[config.mk]
export PLATFORM = sky130hd
export DESIGN_NAME = alu_ctrl_seq
export DESIGN_NICKNAME = d
export VERILOG_FILES = /design/src/rtl/alu_pkg.sv /design/src/rtl/alu_decode_comb.sv /design/src/rtl/alu_ctrl_seq.sv
export SDC_FILE = /design/constraint.sdc
export NUM_CORES = 1
export LEC_CHECK = 0
export ABC_AREA = 1
export CAP_MARGIN = 20
export CORE_MARGIN = 2
export CORE_UTILIZATION = 40
export CTS_CLUSTER_SIZE = 24
export DETAILED_ROUTE_END_ITERATION = 7
export PLACE_DENSITY = 0.75
export RECOVER_POWER = 25
export SETUP_SLACK_MARGIN = 0.02
export SKIP_CTS_REPAIR_TIMING = 1
export SLEW_MARGIN = 5
export SYNTH_ARGS = -nofsm -noshare
export SYNTH_HDL_FRONTEND = slang
export SYNTH_SLANG_ARGS = --single-unit
[constraint.sdc]
create_clock -name clk -period 1.23 [get_ports clk]
set_input_delay 0.246 -clock clk [delete_from_list [all_inputs] [get_ports clk]]
set_output_delay 0.246 -clock clk [all_outputs]
set_load 0.05 [all_outputs]
[src/rtl/alu_pkg.sv]
// alu_pkg: shared types for the ALU control decoder and its sequencer.
//   alu_ctrl_e  - 5-bit ALU operation codes (M-extension codes have bit 4 set)
//   data_type_e - load/store access width (DT_WORD / DT_BYTE / DT_HALF)
//   alu_op_e    - ALUOp field from the main control unit
//   state_e     - pipeline slot states used by alu_ctrl_seq
package alu_pkg;

    typedef enum logic [4:0] {
        ALU_ADD    = 5'b00000,
        ALU_SUB    = 5'b00001,
        ALU_AND    = 5'b00010,
        ALU_OR     = 5'b00011,
        ALU_SLL    = 5'b00100,
        ALU_SLT    = 5'b00101,
        ALU_SRL    = 5'b00110,
        ALU_SRA    = 5'b00111,
        ALU_BGE    = 5'b01000,
        ALU_XOR    = 5'b01001,
        ALU_SLTU   = 5'b01010,
        ALU_BNE    = 5'b01011,
        ALU_BLT    = 5'b01100,
        ALU_BLTU   = 5'b01101,
        ALU_BGEU   = 5'b01110,
        ALU_MUL    = 5'b10000,
        ALU_MULH   = 5'b10001,
        ALU_MULHSU = 5'b10010,
        ALU_MULHU  = 5'b10011,
        ALU_DIV    = 5'b10100,
        ALU_DIVU   = 5'b10101,
        ALU_REM    = 5'b10110,
        ALU_REMU   = 5'b10111
    } alu_ctrl_e;

    typedef enum logic [1:0] {
        DT_WORD = 2'b00,
        DT_BYTE = 2'b01,
        DT_HALF = 2'b10
    } data_type_e;

    typedef enum logic [1:0] {
        OP_LDST   = 2'b00,
        OP_BRANCH = 2'b01,
        OP_ARITH  = 2'b10,
        OP_RSVD   = 2'b11
    } alu_op_e;

    typedef enum logic [1:0] {
        ST_EMPTY  = 2'b00,
        ST_HOLD   = 2'b01,
        ST_MD_RUN = 2'b10
    } state_e;

endpackage

[src/rtl/alu_decode_comb.sv]
// alu_decode_comb: purely combinational ALU control decode.
// Inputs : op5, funct3, funct7_5, funct7_0, alu_op (instruction/control fields)
// Outputs: code (ALU op), data_type, load_unsigned, illegal;
//          is_mul / is_div only exist when ALU_MEXT_EN is defined.
// Build option ALU_MEXT_EN: when undefined, R-type encodings with funct7_0=1
// decode as illegal (ADD).
module alu_decode_comb
    import alu_pkg::*;
(
    input  logic       op5,
    input  logic [2:0] funct3,
    input  logic       funct7_5,
    input  logic       funct7_0,
    input  logic [1:0] alu_op,
    output alu_ctrl_e  code,
    output data_type_e data_type,
    output logic       load_unsigned,
    output logic       illegal
`ifdef ALU_MEXT_EN
    ,
    output logic       is_mul,
    output logic       is_div
`endif
);

    always_comb begin
        code          = ALU_ADD;
        data_type     = DT_WORD;
        load_unsigned = 1'b0;
        illegal       = 1'b0;
`ifdef ALU_MEXT_EN
        is_mul        = 1'b0;
        is_div        = 1'b0;
`endif
        case (alu_op_e'(alu_op))
            OP_LDST: begin
                load_unsigned = funct3[2];
                case (funct3[1:0])
                    2'b00:   data_type = DT_BYTE;
                    2'b01:   data_type = DT_HALF;
                    2'b10:   data_type = DT_WORD;
                    default: illegal   = 1'b1;
                endcase
            end
            OP_BRANCH: begin
                case (funct3)
                    3'b000:  code = ALU_SUB;
                    3'b001:  code = ALU_BNE;
                    3'b100:  code = ALU_BLT;
                    3'b101:  code = ALU_BGE;
                    3'b110:  code = ALU_BLTU;
                    3'b111:  code = ALU_BGEU;
                    default: illegal = 1'b1;
                endcase
            end
            OP_ARITH: begin
                if (op5 && funct7_0) begin
`ifdef ALU_MEXT_EN
                    // M codes are 10 followed by funct3; funct3[2] splits mul/div
                    code   = alu_ctrl_e'({2'b10, funct3});
                    is_mul = !funct3[2];
                    is_div = funct3[2];
`else
                    illegal = 1'b1;
`endif
                end else begin
                    case (funct3)
                        3'b000:  code = (op5 && funct7_5) ? ALU_SUB : ALU_ADD;
                        3'b001:  code = ALU_SLL;
                        3'b010:  code = ALU_SLT;
                        3'b011:  code = ALU_SLTU;
                        3'b100:  code = ALU_XOR;
                        // srai carries funct7_5 in the immediate, so op5 is not required
                        3'b101:  code = funct7_5 ? ALU_SRA : ALU_SRL;
                        3'b110:  code = ALU_OR;
                        default: code = ALU_AND;
                    endcase
                end
            end
            default: illegal = 1'b1;
        endcase
    end

endmodule

[src/rtl/alu_ctrl_seq.sv]
// alu_ctrl_seq: ALU control decode registered into a valid/ready slot, with
// multi-cycle sequencing of M-extension operations.
// Ports: clk, rst (sync, active-high), flush; in_valid/in_ready from decode;
//        op5, funct3, funct7_5, funct7_0, alu_op; out_valid/out_ready to
//        execute; alu_control, data_type, load_unsigned, illegal (registered);
//        mdu_start (1-cycle pulse), mdu_busy.
// Build option ALU_MEXT_EN: enables M decode, MD_RUN state and the cycle
// counter. Undefined: mdu_start/mdu_busy are tied low and the cycle-count
// parameters do not exist.
//
// state     | meaning
// ----------+------------------------------------------------------------
// ST_EMPTY  | slot empty, accepting
// ST_HOLD   | result valid, held until out_ready
// ST_MD_RUN | multiply/divide counting down, result not yet valid
module alu_ctrl_seq
    import alu_pkg::*;
#(
    parameter int CTRL_W     = 5
`ifdef ALU_MEXT_EN
    ,
    parameter int MUL_CYCLES = 4,
    parameter int DIV_CYCLES = 32,
    parameter int CNT_W      = 6
`endif
) (
    input  logic              clk,
    input  logic              rst,
    input  logic              flush,
    input  logic              in_valid,
    output logic              in_ready,
    input  logic              op5,
    input  logic [2:0]        funct3,
    input  logic              funct7_5,
    input  logic              funct7_0,
    input  logic [1:0]        alu_op,
    output logic              out_valid,
    input  logic              out_ready,
    output logic [CTRL_W-1:0] alu_control,
    output logic [1:0]        data_type,
    output logic              load_unsigned,
    output logic              illegal,
    output logic              mdu_start,
    output logic              mdu_busy
);

    state_e     state;
    alu_ctrl_e  dec_code;
    data_type_e dec_dt;
    logic       dec_lu;
    logic       dec_ill;
    logic       accept;

`ifdef ALU_MEXT_EN
    localparam logic [CNT_W-1:0] MUL_LOAD = CNT_W'(MUL_CYCLES - 1);
    localparam logic [CNT_W-1:0] DIV_LOAD = CNT_W'(DIV_CYCLES - 1);

    logic             dec_is_mul;
    logic             dec_is_div;
    logic [CNT_W-1:0] cnt;
`endif

    alu_decode_comb u_dec (
        .op5          (op5),
        .funct3       (funct3),
        .funct7_5     (funct7_5),
        .funct7_0     (funct7_0),
        .alu_op       (alu_op),
        .code         (dec_code),
        .data_type    (dec_dt),
        .load_unsigned(dec_lu),
        .illegal      (dec_ill)
`ifdef ALU_MEXT_EN
        ,
        .is_mul       (dec_is_mul),
        .is_div       (dec_is_div)
`endif
    );

    assign in_ready = !flush && (state == ST_EMPTY || (state == ST_HOLD && out_ready));
    assign accept   = in_valid && in_ready;

    always_ff @(posedge clk) begin
        if (rst) begin
            state         <= ST_EMPTY;
            out_valid     <= 1'b0;
            alu_control   <= '0;
            data_type     <= 2'b00;
            load_unsigned <= 1'b0;
            illegal       <= 1'b0;
`ifdef ALU_MEXT_EN
            mdu_start     <= 1'b0;
            mdu_busy      <= 1'b0;
            cnt           <= '0;
`endif
        end else if (flush) begin
            // flush beats a pending accept (in_ready is already low) and counter expiry
            state     <= ST_EMPTY;
            out_valid <= 1'b0;
`ifdef ALU_MEXT_EN
            mdu_start <= 1'b0;
            mdu_busy  <= 1'b0;
            cnt       <= '0;
`endif
        end else begin
`ifdef ALU_MEXT_EN
            mdu_start <= 1'b0;
`endif
            if (accept) begin
                alu_control   <= CTRL_W'(dec_code);
                data_type     <= dec_dt;
                load_unsigned <= dec_lu;
                illegal       <= dec_ill;
`ifdef ALU_MEXT_EN
                if (dec_is_mul || dec_is_div) begin
                    state     <= ST_MD_RUN;
                    out_valid <= 1'b0;
                    mdu_start <= 1'b1;
                    mdu_busy  <= 1'b1;
                    cnt       <= dec_is_div ? DIV_LOAD : MUL_LOAD;
                end else
`endif
                begin
                    state     <= ST_HOLD;
                    out_valid <= 1'b1;
                end
            end else if (state == ST_HOLD && out_ready) begin
                state     <= ST_EMPTY;
                out_valid <= 1'b0;
            end
`ifdef ALU_MEXT_EN
            else if (state == ST_MD_RUN) begin
                if (cnt == '0) begin
                    state     <= ST_HOLD;
                    out_valid <= 1'b1;
                    mdu_busy  <= 1'b0;
                end else begin
                    cnt <= cnt - CNT_W'(1);
                end
            end
`endif
        end
    end

`ifndef ALU_MEXT_EN
    assign mdu_start = 1'b0;
    assign mdu_busy  = 1'b0;
`endif

endmodule

# Word-level counts from Yosys, hierarchy flattened
# Cells that the tools add are included.
[word_totals]
output_inout_bits = 13
in_bits = 13
elab_cells = 51
regBits = 11
[op_classes]
n_bitwise = 1
n_eq_ne = 11
reduce_logical = 16
muxes = 17
[ops]
columns = ["operator", "count"]
rows = [
  ["5-bit case mux with 7 select lines", 1],
  ["4-bit case mux with 6 select lines", 1],
  ["3-bit == test (second input constant)", 4],
  ["1-bit two-way mux", 10],
  ["5-bit case mux with 2 select lines", 1],
  ["3-bit by 2-bit == test with 1-bit output (second input constant)", 2],
  ["2-bit logical NOT", 3],
  ["6-bit OR reduction", 1],
  ["1-bit logical AND", 5],
  ["5-bit two-way mux", 1],
  ["2-bit by 1-bit == test with 1-bit output (second input constant)", 2],
  ["2-bit == test (second input constant)", 2],
  ["2-bit case mux with 2 select lines", 1],
  ["3-bit by 1-bit == test with 1-bit output (second input constant)", 1],
  ["3-bit logical NOT", 1],
  ["1-bit case mux with 3 select lines", 1],
  ["3-bit OR reduction", 1],
  ["2-bit two-way mux", 1],
  ["2-bit AND reduction", 1],
  ["2-bit nonzero test", 1],
  ["2-bit OR reduction", 1],
  ["1-bit logical NOT", 1],
  ["1-bit logical OR", 1],
  ["1-bit NOT", 1],
]

# Depth between registers and ports, before layout
[logic_depth]
depth_word = 5
ltp_mapped = 9
mapped_depth_nobuf = 9

# By module
# Synthesis repeated with hierarchy kept, for this count alone.
[unflattened]
hier_cells = 142
area_unflattened_um2 = 853.3
[modules_own_cells]
columns = ["mod", "cells_per_inst", "area_per_inst_um2", "instances", "seq_area_each_um2"]
rows = [
  ["alu_ctrl_seq", 87, 579.3, 1, 200.2],
  ["alu_decode_comb", 55, 274.0, 1, 0.0],
]

# Least setup slack after synthesis
# OpenSTA, ideal clock, no wires.
[synth_timing]
path_type = "register to register"
startpoint = "register state[0]"
endpoint = "register alu_control[1]"
path_slack_ps = -301
arrival_ps = 1463
stages_incl_launch_ff = 6
period_less_slack_ps = 1531
cell_sequence = "dfxtp_1 > a21oi_4 > nand2_2 > nor2_2 > nand2_1 > a21oi_2"
[synth_via]
elab_chain_len = 5
word_cells_on_any_way = 6
[synth_lines]
columns = ["item", "line_no", "source"]
rows = [
  ["start, declared", "alu_ctrl_seq.sv:47", "state_e state;"],
  ["start signal, assigned", "alu_ctrl_seq.sv:85", "state <= ST_EMPTY;"],
  ["start signal, assigned", "alu_ctrl_seq.sv:98", "state <= ST_EMPTY;"],
  ["start signal, assigned", "alu_ctrl_seq.sv:124", "state <= ST_HOLD;"],
  ["2-bit logical NOT / 1-bit logical AND (equally long branches)", "alu_ctrl_seq.sv:80", "assign in_ready = !flush && (state == ST_EMPTY || (state == ST_HOLD && out_ready));"],
  ["1-bit logical OR (*)", "alu_ctrl_seq.sv:80", ""],
  ["1-bit logical AND (*)", "alu_ctrl_seq.sv:80", ""],
  ["net in_ready", "alu_ctrl_seq.sv:31", "output logic in_ready,"],
  ["1-bit logical AND (*)", "alu_ctrl_seq.sv:81", "assign accept = in_valid && in_ready;"],
  ["2-bit AND reduction (no line) (*)", "n/a", ""],
  ["end signal, assigned", "alu_ctrl_seq.sv:110", "alu_control <= CTRL_W'(dec_code);"],
  ["end, declared", "alu_ctrl_seq.sv:39", "output logic [CTRL_W-1:0] alu_control,"],
]
# Mark *: on every way through the listed nets, which the timed path passes. The rest lies on a longest branch.
# A chain may end at the register's enable or synchronous reset.

# Worst setup path in the final report
[layout_timing]
startpoint = "register state[0]"
endpoint = "output in_ready"
[layout_via]
elab_chain_len = 3
word_cells_on_any_way = 4
[layout_lines]
columns = ["item", "line_no"]
rows = [
  ["2-bit logical NOT / 1-bit logical AND (equally long branches)", "alu_ctrl_seq.sv:80"],
  ["1-bit logical OR (*)", "alu_ctrl_seq.sv:80"],
  ["1-bit logical AND (*)", "alu_ctrl_seq.sv:80"],
  ["end, declared", "alu_ctrl_seq.sv:31"],
]
# Every way passes the cells marked *; elsewhere a longest branch is shown, timed or not.

==> out/qor.txt <==
initial antenna violation count -> 0
Synth Area in Compound Gates -> 0.244
layout cells sized above 1 -> 0.331
LEAKAGE -> 0.000523 µW
share of the synthesized area in the top cell type -> 0.293
core outline area -> 0.00147 mm²
synth top area cells -> dfxtp_1 29%, nand2_1 15%, ha_1 8.1%
Die X -> 43.2 µm
Hold Vio Cnt, Final -> 0
kind of critical path -> flip-flop to output pin
Placed Area -> 0.00100 mm²
adder-cell share of the synthesized area -> 0.0815
CTS tree -> done
post-synthesis sequential area ratio -> 0.293
violated checks -> negative setup slack
largest net degree at the start of global routing -> 10
# fillers -> 123
1st-pass router iterations -> 4
first-pass GRT wire length -> 2380 µm
Root Buffer -> clkbuf_4
fin crit share -> 1.00
cell area after synthesis -> 614 µm²
antenna viol nets, final -> 0
asr flop ratio synth -> 0
DP HPWL -> 1190 µm
Worst Setup Slack, final -> -0.00479 ns
RSZ-0062 raised after global routing -> yes
ys flop type -> dfxtp_1
Slew Viols, Final -> 0
post-synth cell types -> 24
cell area after layout -> 0.00104 mm²
Die Y -> 43.2 µm
min Tclk post-route -> 1.23 ns
Post-Synth XOR/XNOR Area -> 0
Post-synth EDFFs -> 0
Max VDD drop -> 0.633 mV
Synth Register Bits -> 9
hold_ws -> 0.263 ns
Max-Cap Viols -> 0
clock tree sinks -> 9
largest family of logic cells by synthesized area -> simple AND/OR/NAND/NOR gates
Inserted Clock Buffers -> 3
Data arrival, critical path -> 0.99 ns
Top-Level Pins -> 26
n_diodes -> 0
WL final -> 1470 µm
PortBufs -> 22
Initial DRC Count -> 16
DRC Markers -> 0
Via Count -> 684
multiplexer share of the synthesized area -> 0
Worst Path Max Fanout -> 3
NumNets Final -> 139
grt ovf -> 0
DIE AREA -> 0.00187 mm²
GPL Wtd Cong -> 0.848
post-synth top area cell -> dfxtp_1
routed wire length per instance -> 10.7 µm
Worst EP required -> 0.98 ns
vias in the first global route -> 603
simple-gate share of the synthesized area -> 0.257
Place WS -> -0.448 ns
worst hold path type -> input pin to flip-flop
All-Layer GR Usage -> 0.169
DR vias/cell -> 4.99
Starting Density -> 0.418
clk buf depth -> 2
Ys Warns -> 0
maximum operating frequency -> 810 MHz
clk slew on worst S/H paths -> 0.06 ns
Core Rows -> 14
Worst Setup End Kind -> output pin
skew final -> 0.00345 ns
Final Power -> 794 µW
Layout area overhead -> 69.0%
status -> finished, violations left
Synth Area per Inst -> 6.90 µm²
Pwr Density -> 764 mW/mm²
Startpoint Class -> flip-flop
Worst-Skew Late Latency -> 0.26 ns
Finish-stage setup viols -> 1
Post-Syn Instances -> 89
CTS H-Tree Depth -> 1
through the flow:
| step | cells | TNS, ns | util |
|---|---|---|---|
| finish | 137 | -0.00479 | 0.706 |
| global route | 137 | -0.0487 | 0.706 |
| CTS | 136 | -0.789 | 0.701 |
| detailed placement | 132 | -2.87 | 0.683 |
| global placement | 132 | -2.45 | 0.683 |
| floorplan | 91 | -0.293 | - |
state kept, by name (all words and copies together), names as in the netlist:
signal         cells
illegal            1
data_type          2
state              1
load_unsigned      1
alu_control        4
layout make-up:
class	instances	area, µm²	area share
multi-input combinational	66	388	0.373
sequential	9	184	0.177
inverter	11	41.3	0.0398
clock buffer	4	26.3	0.0253
tap	16	20.0	0.0193
timing repair buffer	31	379	0.365
layer usage:
metal	routed length [µm]	up-vias	global-route usage	part of all wire
met3	96	0	0.0553	0.065
met1	565	310	0.187	0.39
met2	805	26	0.301	0.55
met4	0	0	0.0485	0
li1	-	348	-	-
met5	0	-	0	0
power breakdown:
group	internal, µW	leakage (µW)	switching [µW]
Clock	125	0.0000150	99.9
Combinational	117	0.000434	146
Sequential	298	0.0000737	8.41
critical path, cell delays in order (launching register included):
cell	delay, ns
dfxtp_4	0.36
a21oi_4	0.21
buf_12	0.16
path summary, 6_finish.rpt:
path	startpoint	end	slack, ns	depth (start not counted)
setup / recovery	state[0]$_SDFFE_PP0P_	in_ready	-0.005	2
hold / removal	flush	state[0]$_SDFFE_PP0P_	0.26	2
setup reg to reg	state[0]$_SDFFE_PP0P_	alu_control[0]$_SDFFE_PP0P_	0.13	5
hold reg to reg	data_type[1]$_SDFFE_PP0P_	data_type[1]$_SDFFE_PP0P_	0.47	2
cell families after synthesis:
family / count (synthesis)
simple gates: 37
compound gates: 22
buf+inv: 16
flops: 9
fa+ha+maj: 4
other cells: 1
cell usage after synthesis (all sizes together) (2+ instances only):
master and instances:
a21oi 13, buf 4, dfxtp 9, ha 4
inv 11, nand2 27, nand3 6, nor2 3
o21ai 3, o21bai 2
layout by cell type (no fill, tap or decap), types with 3 or more instances in the layout:
cell             instances
nand2_1                 25
dfxtp_1                  8
buf_12                   8
buf_4                    8
a21oi_1                  7
dlymetal6s2s_1           7
inv_1                    6
nand3_1                  6
inv_2                    5
a21oi_2                  5
clkdlybuf4s50_1          4
conb_1                   3
clkbuf_4                 3
Note: power is estimated with default switching activity, not from simulation.
